File: config.mk
export PLATFORM = sky130hd
export DESIGN_NAME = avalon_rr_arbiter
export DESIGN_NICKNAME = d
export VERILOG_FILES = /design/src/rtl/avalon_rr_arbiter.sv
export SDC_FILE = /design/constraint.sdc
export NUM_CORES = 1
export LEC_CHECK = 0
export CAP_MARGIN = 10
export CORE_AREA = 4 4 118 120
export CTS_CLUSTER_SIZE = 40
export DETAILED_ROUTE_END_ITERATION = 16
export DIE_AREA = 0 0 122 124
export PLACE_DENSITY = 0.62
export SLEW_MARGIN = 5
export SYNTH_ARGS = -nofsm -noshare
export SYNTH_HDL_FRONTEND = slang
export SYNTH_SLANG_ARGS = --single-unit
File: constraint.sdc
create_clock -name clk_sys -period 6.55 [get_ports clk_sys]
set_input_delay 1.31 -clock clk_sys [delete_from_list [all_inputs] [get_ports clk_sys]]
set_output_delay 1.31 -clock clk_sys [all_outputs]
set_load 0.03 [all_outputs]
File: src/rtl/avalon_rr_arbiter.sv
// avalon_rr_arbiter: two-master round-robin Avalon-MM arbiter with tag FIFO routing read returns
module avalon_rr_arbiter #(
  parameter int ADDR = 32,
  parameter int TAG_DEPTH = 4
) (
  input  logic            clk_sys,
  input  logic            rst,
  input  logic [ADDR-1:0] m0_addr,
  input  logic            m0_write,
  input  logic [31:0]     m0_writedata,
  input  logic            m0_read,
  input  logic [3:0]      m0_byteenable,
  output logic            m0_waitrequest,
  output logic [31:0]     m0_readdata,
  output logic            m0_readdatavalid,
  input  logic [ADDR-1:0] m1_addr,
  input  logic            m1_write,
  input  logic [31:0]     m1_writedata,
  input  logic            m1_read,
  input  logic [3:0]      m1_byteenable,
  output logic            m1_waitrequest,
  output logic [31:0]     m1_readdata,
  output logic            m1_readdatavalid,
  output logic [ADDR-1:0] s_addr,
  output logic            s_write,
  output logic [31:0]     s_writedata,
  output logic            s_read,
  output logic [3:0]      s_byteenable,
  input  logic            s_waitrequest,
  input  logic [31:0]     s_readdata,
  input  logic            s_readdatavalid
);
  localparam int PW = $clog2(TAG_DEPTH);
  typedef enum logic [1:0] {IDLE, GNT0, GNT1} state_t;
  state_t state_q, state_d;
  logic last_q, last_d;
  logic [PW:0] tag_count_q, tag_count_d;
  logic [PW-1:0] wr_ptr_q, wr_ptr_d, rd_ptr_q, rd_ptr_d;
  logic [TAG_DEPTH-1:0] tags_q, tags_d;
  logic [1:0] req;
  logic gnt, sel, sel_read, sel_write, full, read_blocked, accept, push, pop, head;
  always_comb begin
    req = {m1_read | m1_write, m0_read | m0_write};
    gnt = state_q != IDLE;
    sel = state_q == GNT1;
    sel_read = gnt & (sel ? m1_read : m0_read);
    sel_write = gnt & (sel ? m1_write : m0_write);
    full = tag_count_q == (PW+1)'(TAG_DEPTH);
    read_blocked = sel_read & full;
    s_read = sel_read & !full;
    s_write = sel_write;
    s_addr = !gnt ? '0 : sel ? m1_addr : m0_addr;
    s_writedata = !gnt ? '0 : sel ? m1_writedata : m0_writedata;
    s_byteenable = !gnt ? '0 : sel ? m1_byteenable : m0_byteenable;
    m0_waitrequest = state_q == GNT0 ? s_waitrequest | read_blocked : 1'b1;
    m1_waitrequest = state_q == GNT1 ? s_waitrequest | read_blocked : 1'b1;
    accept = (s_read | s_write) & !s_waitrequest;
    push = accept & s_read;
    pop = s_readdatavalid & (tag_count_q != '0);
    head = tags_q[rd_ptr_q];
    m0_readdatavalid = pop & !head;
    m1_readdatavalid = pop & head;
    m0_readdata = s_readdata;
    m1_readdata = s_readdata;
    state_d = !gnt ? (req == 2'b11 ? (last_q ? GNT0 : GNT1) : req[0] ? GNT0 : req[1] ? GNT1 : IDLE)
                   : (accept | !req[sel]) ? IDLE : state_q;
    last_d = accept ? sel : last_q;
    tags_d = tags_q;
    tags_d[wr_ptr_q] = push ? sel : tags_q[wr_ptr_q];
    wr_ptr_d = wr_ptr_q + PW'(push);
    rd_ptr_d = rd_ptr_q + PW'(pop);
    tag_count_d = tag_count_q + (PW+1)'(push) - (PW+1)'(pop);
  end
  always_ff @(posedge clk_sys) begin
    if (rst) begin
      state_q <= IDLE;
      last_q <= 1'b1;
      tag_count_q <= '0;
      wr_ptr_q <= '0;
      rd_ptr_q <= '0;
      tags_q <= '0;
    end else begin
      state_q <= state_d;
      last_q <= last_d;
      tag_count_q <= tag_count_d;
      wr_ptr_q <= wr_ptr_d;
      rd_ptr_q <= rd_ptr_d;
      tags_q <= tags_d;
    end
  end
endmodule

==> metrics.txt <==
ratio of cells with drive above 1 in the final layout=0.04485; CP Launch Point=m0_read; post-route insts no fill=between 500 and 600; crit-path cells=clkdlybuf4s50_1 > nand2_1 > a21oi_4 > clkdlybuf4s50_1; RR Startpoint=state_q[0]$_SDFFE_PP0P_; P per Cell Area=just over 200 nW/um^2; pin count of the biggest net entering global routing=79; Slew Limit Fails=0; Critical Path Sink Type=primary output; Ys Warns=0; average via count per standard cell=between 4 and 5; Clock Skews=approximately 0.0044 ns; clock sinks=14; Worst Setup Start Kind=input pin; first-pass GRT wire length=about 15,000 um; Worst Path Buf+Inv=2; sequential area share after synthesis=0.1418; initial antenna violation count=0; worst-margin pin slew=~0.77 ns; Worst-Skew Late Latency=0.24 ns; Hold Path Class=register to register; Gates resized, CTS repair=0; Design Power=approximately 800 uW; leak pwr=roughly 1.5 nW; final WL=approximately 11,000 um; Clock Root Buffer=clkbuf_16; Post-Syn Instances=around 240; final hold vios=0; worst reg-to-reg setup slack=3.69 ns; clock-pin slew on the worst setup and hold paths=0.05 ns; routed vias=about 2,300; setup TNS=0 ns; Final Cycle Share=0.6418; final RePlAce weighted congestion=0.8077; RSZ-0062 raised after global routing=no; number of fill cells=1,380; Initial Utilization=0.1523; die height=~120 um; critical path class=input pin to primary output; slew margin rel.=0.4850; Synth Flop Type=dfxtp_1; num rows=42; CTS Hold Bufs=0; Critical path destination=s_read; # diodes=0; CP max-delay cell=clkdlybuf4s50_1; H-tree depth=1; Post-DP Area=~3800 sq um; vias in the first global route=roughly 2,400; DRT Pass-1 Iters=4; fin crit period=around 4.2 ns; RR Endpoint=tag_count_q[2]$_SDFF_PP0_; Placed Cells=551; Detail Route Antenna Nets=0; status=finished, final reports clean; highest clock rate=between 200 and 250 MHz; final instance area=between 3000 and 4000 sq um; total number of cells along the worst setup path=4; syn nets=between 400 and 500; die width=122 um; distinct cell type count after synthesis=39; Final #Nets=562; Synth async-reset ratio=0; core area=around 13,000 sq um; Critical Path AT=2.89 ns; DIE AREA=15,130 sq um; worst vdd ir=~0.16 mV; drt wl/cell=around 20 um; CP max FO=5; register bit total from synthesis=14; worst hold slack=a little under 0.5 ns; number of setup buffers added after CTS=0; Avg Cell Area, Syn=roughly 8.3 sq um; GRT Total Usage=0.1293; Num CTS Buffers=3; R2R depth=12; critical path's top delay family=buffers and inverters; DRT iter0 DRCs=93; DRC violation count after routing=0; Data required, critical path=approximately 5.2 ns; io pins=around 310; Clock Tree Buf Depth=2; DP Wirelength=9380 um; CTS tree=yes; slowest stage delay, CP=0.70 ns; Post-synth EDFFs=0; crit-path most repeated cell=clkdlybuf4s50_1; Area Growth Syn to Fin=98.61%; global route overflow=0; cell area after synthesis=roughly 2000 sq um; Max Cap Violations=0; setup violators final=0; port bufs=roughly 220
## Yosys cell counts (3+ instances only)
master    count  area share
dfxtp_1      14        0.14
nand3_1       4       0.010
nor2b_1       6       0.019
nand2b_1      4       0.013
buf_2         8       0.020
buf_4        67        0.25
nor2_1       12       0.023
a22o_1       68        0.30
xnor2_1       3       0.013
nand2_1       5      0.0095
inv_1         4      0.0076
ha_1          4       0.025
o21ai_0       4       0.010
o21ai_1       3      0.0076
clkbuf_1      6       0.011
## worst register-to-register path, stage by stage, from the launching register on
cell	delay (ns)
dfxtp_2	0.35
buf_4	0.59
nand2_1	0.21
a21oi_4	0.22
nand2b_2	0.10
ha_1	0.27
inv_1	0.06
ha_1	0.13
inv_1	0.05
fa_1	0.37
xor2_1	0.18
xnor2_1	0.15
nor2_1	0.06
## layer usage
metal	part of all wire	track usage
met1	0.40	0.1639
met2	0.43	0.1885
met3	0.16	0.08356
met4	0.0045	0.01751
met5	0	0
## flip-flops by register name, indices dropped and copies added, names as in the netlist
register / cells
tags_q: 4
last_q: 1
tag_count_q: 3
rd_ptr_q: 2
wr_ptr_q: 2
state_q: 2
## through the flow
step                      worst slack, ns  utilization
after detailed placement            2.355       0.2946
after floorplan                     3.396            -
after CTS                           2.141       0.3004
after global placement              2.389       0.2946
after global routing                2.284       0.3025
final                               2.346       0.3025
## cell usage in the layout, fill, tap and decap left out, types with 3 or more instances in the layout
cell type / n
clkdlybuf4s50_1: 217
a22o_1: 68
dfxtp_1: 13
nor2_1: 12
nand2_1: 5
nor2b_1: 5
inv_1: 4
nand3_1: 4
nand2b_1: 4
o21ai_0: 4
ha_1: 4
o21ai_1: 3
xnor2_1: 3
clkbuf_16: 3
## cells by family after synthesis
family,after synthesis,share of synthesized area
buffers and inverters,87,0.2975
AO/OA/AOI/OAI,86,0.3690
AND/OR/NAND/NOR,38,0.1101
flip-flops,14,0.1418
adder cells (fa/ha/maj),5,0.03544
XOR/XNOR,4,0.01772
multiplexers,4,0.02848
## worst min-delay path by stage
stage | slack [ns] | endpoint | from | depth (start not counted)
after global placement | 0.46 | tags_q[1]$_SDFFE_PP0P_ | tags_q[1]$_SDFFE_PP0P_ | 2
after global routing | 0.51 | tags_q[1]$_SDFFE_PP0P_ | tags_q[1]$_SDFFE_PP0P_ | 2
final | 0.48 | tags_q[1]$_SDFFE_PP0P_ | tags_q[1]$_SDFFE_PP0P_ | 2
after detailed placement | 0.47 | last_q$_SDFFE_PP1P_ | last_q$_SDFFE_PP1P_ | 1
after floorplan | 0.45 | tags_q[3]$_SDFFE_PP0P_ | tags_q[3]$_SDFFE_PP0P_ | 2
after CTS | 0.48 | last_q$_SDFFE_PP1P_ | last_q$_SDFFE_PP1P_ | 1
## report_power, final
part	leakage [nW]	internal (mW)	switching [mW]
clock	0.0370	0.0798	0.0346
sequential	0.115	0.104	0.0218
combinational	1.30	0.277	0.287
total	1.45	0.460	0.343
## layout make-up
class | count | area (sq um) | share of cell area
multi-input combinational | 137 | 1116 | 0.2843
timing repair buffer | 220 | 2215 | 0.5641
inverter | 5 | 18.77 | 0.004780
tap | 176 | 220.2 | 0.05609
sequential | 14 | 281.5 | 0.07170
clock buffer | 3 | 75.07 | 0.01912
Power figures use the tool's default switching activity.
